<file path="src/rtl/dht11_uart_reporter.sv">
// -----------------------------------------------------------------------------
// dht11_uart_reporter
//
// Takes one decoded DHT11 frame per valid/ready handshake, checks its
// checksum and sends a fixed 6-byte report as 8N1 serial on uart_tx,
// LSB first.
//   byte 0 : SYNC_BYTE
//   byte 1..4 : hum_int, hum_dec, temp_int, temp_dec (zero on sensor timeout)
//   byte 5 : status (8'h00 ok, 8'hE1 checksum error, 8'hE2 sensor timeout)
//
// Ports
//   clk           system clock, rising edge
//   rst_n         asynchronous active-low reset
//   frame_valid   upstream offers frame_data / frame_timeout
//   frame_ready   high only while idle; accept on frame_valid && frame_ready
//   frame_data    {hum_int, hum_dec, temp_int, temp_dec, checksum}
//   frame_timeout upstream read failed; only meaningful with frame_valid
//   uart_tx       registered serial line, idle high
//   busy          high from acceptance until the packet is complete
//   pkt_done      one-cycle pulse after the last stop bit
//   chk_err       one-cycle pulse with pkt_done when status was 8'hE1
// -----------------------------------------------------------------------------
module dht11_uart_reporter #(
    parameter int          CLK_FREQ  = 100000000,
    parameter int          BAUD_RATE = 9600,
    parameter logic [7:0]  SYNC_BYTE = 8'hAA
) (
    input  logic        clk,
    input  logic        rst_n,
    input  logic        frame_valid,
    output logic        frame_ready,
    input  logic [39:0] frame_data,
    input  logic        frame_timeout,
    output logic        uart_tx,
    output logic        busy,
    output logic        pkt_done,
    output logic        chk_err
);

    localparam int CLKS_PER_BIT = CLK_FREQ / BAUD_RATE;
    // A one-clock bit period would need a zero-width counter; keep at least 1 bit.
    localparam int BAUD_W = (CLKS_PER_BIT > 1) ? $clog2(CLKS_PER_BIT) : 1;
    localparam logic [BAUD_W-1:0] BAUD_LAST = BAUD_W'(CLKS_PER_BIT - 1);

    localparam logic [7:0] STATUS_OK      = 8'h00;
    localparam logic [7:0] STATUS_CHK_ERR = 8'hE1;
    localparam logic [7:0] STATUS_TIMEOUT = 8'hE2;

    typedef enum logic [1:0] {
        IDLE,
        START,
        DATA,
        STOP
    } state_t;

    state_t             state_reg;
    logic [BAUD_W-1:0]  baud_cnt_reg;
    logic [2:0]         bit_idx_reg;
    logic [2:0]         byte_idx_reg;
    logic [47:0]        pkt_reg;       // byte k of the packet lives in [8k+7:8k]
    logic [6:0]         shift_reg;     // remaining data bits of the current byte
    logic               uart_tx_reg;
    logic               frame_ready_reg;
    logic               busy_reg;
    logic               pkt_done_reg;
    logic               chk_err_reg;

    // -------------------------------------------------------------------------
    // Frame decode and packet assembly (combinational, captured on acceptance)
    // -------------------------------------------------------------------------
    logic [7:0]  rx_byte [4];          // hum_int, hum_dec, temp_int, temp_dec
    logic [7:0]  rx_checksum;
    logic [7:0]  sum_next;
    logic        sum_ok;
    logic [7:0]  status_next;
    logic [47:0] pkt_next;

    assign rx_checksum = frame_data[7:0];

    genvar gi;
    generate
        for (gi = 0; gi < 4; gi++) begin : g_payload
            assign rx_byte[gi] = frame_data[39 - 8*gi -: 8];
            // A timed-out read carries no trustworthy data, so it is zeroed.
            assign pkt_next[8*(gi+1) +: 8] = frame_timeout ? 8'h00 : rx_byte[gi];
        end
    endgenerate

    // 8-bit wrap-around sum, as the DHT11 itself computes it.
    assign sum_next = rx_byte[0] + rx_byte[1] + rx_byte[2] + rx_byte[3];
    assign sum_ok   = (sum_next == rx_checksum);

    always_comb begin
        status_next = STATUS_OK;
        if (frame_timeout) begin
            status_next = STATUS_TIMEOUT;
        end else if (!sum_ok) begin
            status_next = STATUS_CHK_ERR;
        end
    end

    assign pkt_next[7:0]   = SYNC_BYTE;
    assign pkt_next[47:40] = status_next;

    // -------------------------------------------------------------------------
    // Current byte select
    // -------------------------------------------------------------------------
    logic [7:0] cur_byte;

    always_comb begin
        cur_byte = pkt_reg[7:0];
        case (byte_idx_reg)
            3'd0:    cur_byte = pkt_reg[7:0];
            3'd1:    cur_byte = pkt_reg[15:8];
            3'd2:    cur_byte = pkt_reg[23:16];
            3'd3:    cur_byte = pkt_reg[31:24];
            3'd4:    cur_byte = pkt_reg[39:32];
            3'd5:    cur_byte = pkt_reg[47:40];
            default: cur_byte = pkt_reg[7:0];
        endcase
    end

    logic baud_last;
    assign baud_last = (baud_cnt_reg == BAUD_LAST);

    // -------------------------------------------------------------------------
    // Transmit FSM. Every output is registered here so uart_tx never glitches
    // and each bit period is exactly CLKS_PER_BIT cycles, including the
    // first start bit which appears the cycle after acceptance.
    // -------------------------------------------------------------------------
    always_ff @(posedge clk or negedge rst_n) begin
        if (!rst_n) begin
            state_reg       <= IDLE;
            baud_cnt_reg    <= '0;
            bit_idx_reg     <= '0;
            byte_idx_reg    <= '0;
            pkt_reg         <= '0;
            shift_reg       <= '0;
            uart_tx_reg     <= 1'b1;
            frame_ready_reg <= 1'b1;
            busy_reg        <= 1'b0;
            pkt_done_reg    <= 1'b0;
            chk_err_reg     <= 1'b0;
        end else begin
            pkt_done_reg <= 1'b0;
            chk_err_reg  <= 1'b0;

            case (state_reg)
                IDLE: begin
                    // frame_ready is always high here, so valid alone accepts.
                    if (frame_valid) begin
                        pkt_reg         <= pkt_next;
                        state_reg       <= START;
                        uart_tx_reg     <= 1'b0;
                        baud_cnt_reg    <= '0;
                        bit_idx_reg     <= '0;
                        byte_idx_reg    <= '0;
                        frame_ready_reg <= 1'b0;
                        busy_reg        <= 1'b1;
                    end
                end

                START: begin
                    if (baud_last) begin
                        baud_cnt_reg <= '0;
                        bit_idx_reg  <= '0;
                        uart_tx_reg  <= cur_byte[0];
                        shift_reg    <= cur_byte[7:1];
                        state_reg    <= DATA;
                    end else begin
                        baud_cnt_reg <= baud_cnt_reg + BAUD_W'(1);
                    end
                end

                DATA: begin
                    if (baud_last) begin
                        baud_cnt_reg <= '0;
                        if (bit_idx_reg == 3'd7) begin
                            uart_tx_reg <= 1'b1;
                            state_reg   <= STOP;
                        end else begin
                            bit_idx_reg <= bit_idx_reg + 3'd1;
                            uart_tx_reg <= shift_reg[0];
                            shift_reg   <= {1'b0, shift_reg[6:1]};
                        end
                    end else begin
                        baud_cnt_reg <= baud_cnt_reg + BAUD_W'(1);
                    end
                end

                STOP: begin
                    if (baud_last) begin
                        baud_cnt_reg <= '0;
                        if (byte_idx_reg != 3'd5) begin
                            // Next start bit follows the stop bit with no gap.
                            byte_idx_reg <= byte_idx_reg + 3'd1;
                            bit_idx_reg  <= '0;
                            uart_tx_reg  <= 1'b0;
                            state_reg    <= START;
                        end else begin
                            byte_idx_reg    <= '0;
                            state_reg       <= IDLE;
                            frame_ready_reg <= 1'b1;
                            busy_reg        <= 1'b0;
                            pkt_done_reg    <= 1'b1;
                            chk_err_reg     <= (pkt_reg[47:40] == STATUS_CHK_ERR);
                        end
                    end else begin
                        baud_cnt_reg <= baud_cnt_reg + BAUD_W'(1);
                    end
                end

                default: begin
                    state_reg       <= IDLE;
                    uart_tx_reg     <= 1'b1;
                    frame_ready_reg <= 1'b1;
                    busy_reg        <= 1'b0;
                end
            endcase
        end
    end

    assign uart_tx     = uart_tx_reg;
    assign frame_ready = frame_ready_reg;
    assign busy        = busy_reg;
    assign pkt_done    = pkt_done_reg;
    assign chk_err     = chk_err_reg;

endmodule

</file>
<file path="config.mk">
export PLATFORM = sky130hd
export DESIGN_NAME = dht11_uart_reporter
export DESIGN_NICKNAME = d
export VERILOG_FILES = /design/src/rtl/dht11_uart_reporter.sv
export SDC_FILE = /design/constraint.sdc
export NUM_CORES = 1
export LEC_CHECK = 0
export ABC_AREA = 1
export CAP_MARGIN = 20
export CORE_MARGIN = 5
export CORE_UTILIZATION = 55
export CTS_CLUSTER_SIZE = 24
export DETAILED_ROUTE_END_ITERATION = 16
export GPL_TIMING_DRIVEN = 1
export PLACE_DENSITY = 0.78
export SYNTH_ARGS = -nofsm -noshare
export SYNTH_HDL_FRONTEND = slang
export SYNTH_SLANG_ARGS = --single-unit
</file>
<file path="constraint.sdc">
create_clock -name clk -period 3.75 [get_ports clk]
set_input_delay 0.5625 -clock clk [delete_from_list [all_inputs] [get_ports clk]]
set_output_delay 0.5625 -clock clk [all_outputs]
set_load 0.02 [all_outputs]
</file>
==> Yosys cells after proc, flatten, opt, wreduce, memory -nomap -nowiden <==
Index checks and enable logic that the tools add are counted.
W data, S select, Z words.
{ "totals": {"mem_bits_ro": 0, "output_inout_bits": 5, "ff_bits": 78, "mem_bits_rw": 0, "word_cells": 100, "memories": 0, "latch_bits": 0} }
{ "classes": {"n_bitwise": 0, "reduce_logical": 11, "add_sub_neg": 6, "div_mod_pow": 0, "n_eq_ne": 21, "shift": 0, "muxes": 51, "order_cmp": 0, "n_mul": 0} }
{ "ops": {"columns": ["operator", "n"], "rows": [
  ["$mux W8", 6],
  ["$pmux W8 S5", 1],
  ["$mux W14", 2],
  ["$pmux W14 S2", 1],
  ["$add A8 B8 Y8", 3],
  ["$mux W3", 8],
  ["$mux W7", 3],
  ["$mux W1", 18],
  ["$ne A2 B2 Y1 const B", 8],
  ["$add A14 B1 Y14 const B", 1],
  ["$eq A14 B14 Y1 const B", 1],
  ["$pmux W7 S2", 1],
  ["$pmux W3 S4", 1],
  ["$mux W2", 5],
  ["$reduce_and A5 Y1", 2],
  ["$eq A3 B3 Y1 const B", 3],
  ["$eq A8 B8 Y1", 1],
  ["$eq A8 B8 Y1 const B", 1],
  ["$pmux W2 S4", 1],
  ["$reduce_and A4 Y1", 2],
  ["$add A3 B1 Y3 const B", 2],
  ["$eq A3 B2 Y1 const B", 2],
  ["$pmux W3 S2", 1],
  ["$reduce_and A6 Y1", 1],
  ["other kinds (11)", 14]
]} }

==> Depth between registers and ports, before layout <==
{ "depth": {"word_depth": 6, "mapped_depth": 17, "depth_no_buf": 17} }

==> Least setup slack after synthesis <==
No wires, ideal clock.
{ "synth_timing": {"path_kind": "input to register", "start": "input frame_data[9]", "end": "register pkt_reg[46]", "arrival_time_ns": 3.061, "required_ns": 3.637, "setup_ns": 0.113, "setup_slack_ns": 0.576, "stages": 14, "path_cell_list": "fa_1 -> inv_1 -> fa_1 -> inv_1 -> ha_1 -> fa_1 -> xnor2_1 -> nand3_1 -> nor2_1 -> nand2_1 -> nor3_1 -> nand3_1 -> nand2_1 -> inv_1"} }
{ "synth_via": {"elab_chain_len": 4} }
{ "synth_rtl": {"columns": ["element", "line_no", "source"], "rows": [
  ["start: declaration", "32", "input logic [39:0] frame_data,"],
  ["$add A8 B8 Y8", "90", "assign sum_next = rx_byte[0] + rx_byte[1] + rx_byte[2] + rx_byte[3];"],
  ["$eq A8 B8 Y1", "91", "assign sum_ok = (sum_next == rx_checksum);"],
  ["$mux W8", "97", "end else if (!sum_ok) begin"],
  ["$mux W8", "95", "if (frame_timeout) begin"],
  ["end signal: assignment", "152", "pkt_reg <= pkt_next;"],
  ["end: declaration", "60", "logic [47:0] pkt_reg;"]
]} }
No other way between the ends.
A chain may end at the register's enable or synchronous reset.

==> Worst setup path after layout <==
Ends and elaborated chain as after synthesis.

==> key figures <==
STA
  • Setup violators final: 0
  • F_max: about 0.29 GHz
  • Slew HR: between 50% and 60%
  • Worst Max-Slew Pin Slew: 0.6521 ns
  • Clk_skew: approximately 0.0082 ns
  • Final TNS setup: 0 ns
  • Final hold violation count: 0
  • Max Transition Viols Final: 0
  • Worst hold slack: 0.2137 ns
  • Worst Slack Setup Final: 0.2611 ns
  • RSZ-0062 raised after global routing: false
  • Final min period: 3.489 ns
  • Period utilization: between 90 and 100%

Die
  • Initial core utilization: between 50% and 60%
  • Die Y: 97.91 um
  • Num ports: between 40 and 50
  • Die X: 97.91 um
  • # rows: 32
  • Core area: ~7600 um2
  • Die area: 9586 um2

Clocking
  • Post-CTS Resized: 0
  • Clk sink count: 70
  • CTS Buf Count: 9
  • Clock Latency Late Sink: 0.35 ns
  • Post-CTS setup repair buffer count: 0
  • Root Buffer: clkbuf_8
  • CTS tree: built
  • Hold Buf Count CTS: 0
  • Clk slew on worst S/H paths: approximately 0.080 ns
  • H-tree depth: 3
  • Clk buf depth: 2

Power and ir drop
  • Combinational group share of total power: between 20% and 30%
  • Int Pwr: about 1300 uW
  • Seq pwr share: between 40% and 50%
  • Sw Share: roughly 28%
  • P per Cell Area: about 360 nW/um2
  • Leak pwr: 0.002507 uW
  • Clock Power Share: around 38%
  • Sw Pwr: 504.5 uW
  • Max VDD drop: between 0.2 and 0.25 mV

Placement
  • Pre-CTS setup slack: -0.09193 ns
  • Final HPWL DP: about 7600 um
  • I/O Buffers: between 40 and 50
  • DP Cell Count: 663
  • Placed cell area: a little under 5000 um2
  • Final GP Congestion: between 0.8 and 0.9

Cells and area
  • Share of layout cells above drive strength 1: 7.972%
  • N_diodes: 0
  • Synthesis-to-finish area growth: 19.11%
  • Final instance area: roughly 5100 um2
  • Fillcell total: 634
  • Fin nets: about 650
  • Finished Layout Cells: 679
  • Commonest non-fill, non-tap cells in the layout: nand2_1 (154), inv_1 (71), dfrtp_1 (68), clkdlybuf4s50_1 (47), o21ai_0 (33)
  • Max reg flops: 36
  • Most common cell after layout, fill and taps aside: nand2_1

Setup path
  • Reg-to-reg endpoint: byte_idx_reg[2]
  • Worst Setup Path Type: in2reg
  • R2r worst-path depth: 10
  • FF-to-FF Start: state_reg[0]
  • CP arrival: around 3.7 ns
  • CP Capture Type: register
  • CP Launch Type: input pin
  • WP data required: approximately 4.0 ns
  • Reg2reg setup slack: about 1.5 ns
  • CP Max Fanout: 4

Logic synthesis
  • Fraction of registers with async set/reset: 100.0%
  • YS warnings: 0
  • Yosys top cell by area: dfrtp_1
  • Post-synth EDFFs: 0
  • Syn Inst Count: roughly 520
  • Post-synth top flop: dfrtp_1
  • Syn avg cell area: between 8 and 9 um2
  • Top post-synthesis cells by area: dfrtp_1 (40%), nand2_1 (14%), fa_1 (6.6%), inv_1 (6.3%), ha_1 (4.7%)
  • Post-synthesis sequential area ratio: between 40% and 50%
  • Syn nets: 593
  • Area share of the largest cell type after synthesis: between 40 and 50%
  • Library cells used by synthesis: 40
  • Cell area after synthesis: ~4300 um2
  • FF+latch count, synth: 70

Global route
  • Largest net degree at the start of global routing: 45
  • Vias in the first global route: roughly 4000
  • Total congestion overflow: 0
  • Antenna violations before repair: 0
  • Overall Global Routing Usage: between 20% and 30%
  • First-pass GRT wire length: 17300 um

Run
  • Max_cap viols: 0

Route
  • Routed vias/inst: 5.368
  • Antenna viol nets, final: 0
  • Wire per inst: roughly 14 um
  • Detailed Route Iter0 Violations: 201
  • TritonRoute pass-1 iters: 4
  • Via count: ~3600
  • Drt total wl: a little under 10000 um
  • DR DRC count: 0

Status
  • Outcome: finished clean

Worst hold path
  • HP Class: in2async
worst max-delay path by stage:
| stage | from | endpoint | slack [ns] |
|---|---|---|---|
| global route | frame_data[9] | pkt_reg[40] | 0.01 |
| floorplan | frame_data[9] | pkt_reg[46] | 0.58 |
| CTS | frame_data[9] | pkt_reg[46] | 0.28 |
| finish | frame_data[9] | pkt_reg[46] | 0.26 |
| global placement | frame_data[9] | pkt_reg[46] | 0.003 |
| detailed placement | frame_data[9] | pkt_reg[46] | -0.09 |
Yosys cell counts, types with 2 or more instances:
cell and count:
a21oi_1 10, o21ai_1 5, o21ai_0 33, nor2_1 25, dfrtp_1 68, inv_2 4
mux2i_1 3, nand3b_1 4, nor2_2 5, nand3_1 28, nand4_1 8, xor2_1 3
ha_1 16, clkbuf_1 7, dfstp_2 2, a22o_1 15, xnor2_1 5, o22ai_1 9
inv_1 71, o21ai_2 5, a22oi_1 5, fa_1 14, nor3_1 4, nand2_1 154
metrics by stage:
| stage | util (%) | power (uW) |
|---|---|---|
| 2_1_floorplan | - | 1002 |
| 3_3_place_gp | 63.62 | 1120 |
| 3_5_place_dp | 63.62 | 1135 |
| 4_1_cts | 66.55 | 1816 |
| 5_1_grt | 66.55 | 1907 |
| 6_report | 66.55 | 1799 |
area by class of cell:
class | instances | area, um2 | area share (%)
repair buffers | 52 | 505.5 | 9.985
clock inverters | 6 | 95.09 | 1.878
multi-input cells | 364 | 2171 | 42.88
clock buffers | 10 | 127.6 | 2.521
flip-flops and latches | 70 | 1754 | 34.65
well taps | 102 | 127.6 | 2.521
inverters | 75 | 281.5 | 5.561
cell families after synthesis:
family,count (synthesis),share of synthesized area (%)
simple gates,236,24.32
mux,3,0.7065
flops,70,41.27
xor+xnor,8,1.649
compound gates,87,13.04
fa+ha+maj,30,11.30
buf+inv,85,7.713
worst max-delay path, cell delays in order:
cell and delay, ns:
clkdlybuf4s50_1 0.45, fa_1 0.54, inv_1 0.06, fa_1 0.51, inv_1 0.05, ha_1 0.23
fa_1 0.44, nand3_1 0.13, nand3_1 0.08, nand2_1 0.10, nand2_1 0.07, nand2_1 0.05
nand2_1 0.05, nor3_1 0.22, nand3_1 0.10, nand2_1 0.07, inv_1 0.03
power groups by stage:
stage	Sequential [uW]	Combinational (uW)	Clock, uW
3_3_place_gp	769	351	0
3_5_place_dp	769	366	0
5_1_grt	754	420	733
6_report	754	367	677
4_1_cts	754	368	694
2_1_floorplan	769	233	0
layer usage:
layer / wire [um] / share of wire [%] / up-vias / GRT usage (%)
li1: - / - / 1792 / -
met1: 4148 / 43 / 1714 / 26.57
met2: 4944 / 51 / 113 / 38.48
met3: 433 / 4.4 / 26 / 4.786
met4: 212 / 2.2 / 0 / 8.413
met5: 0 / 0 / - / 0
Note: power is estimated with default switching activity, not from simulation.
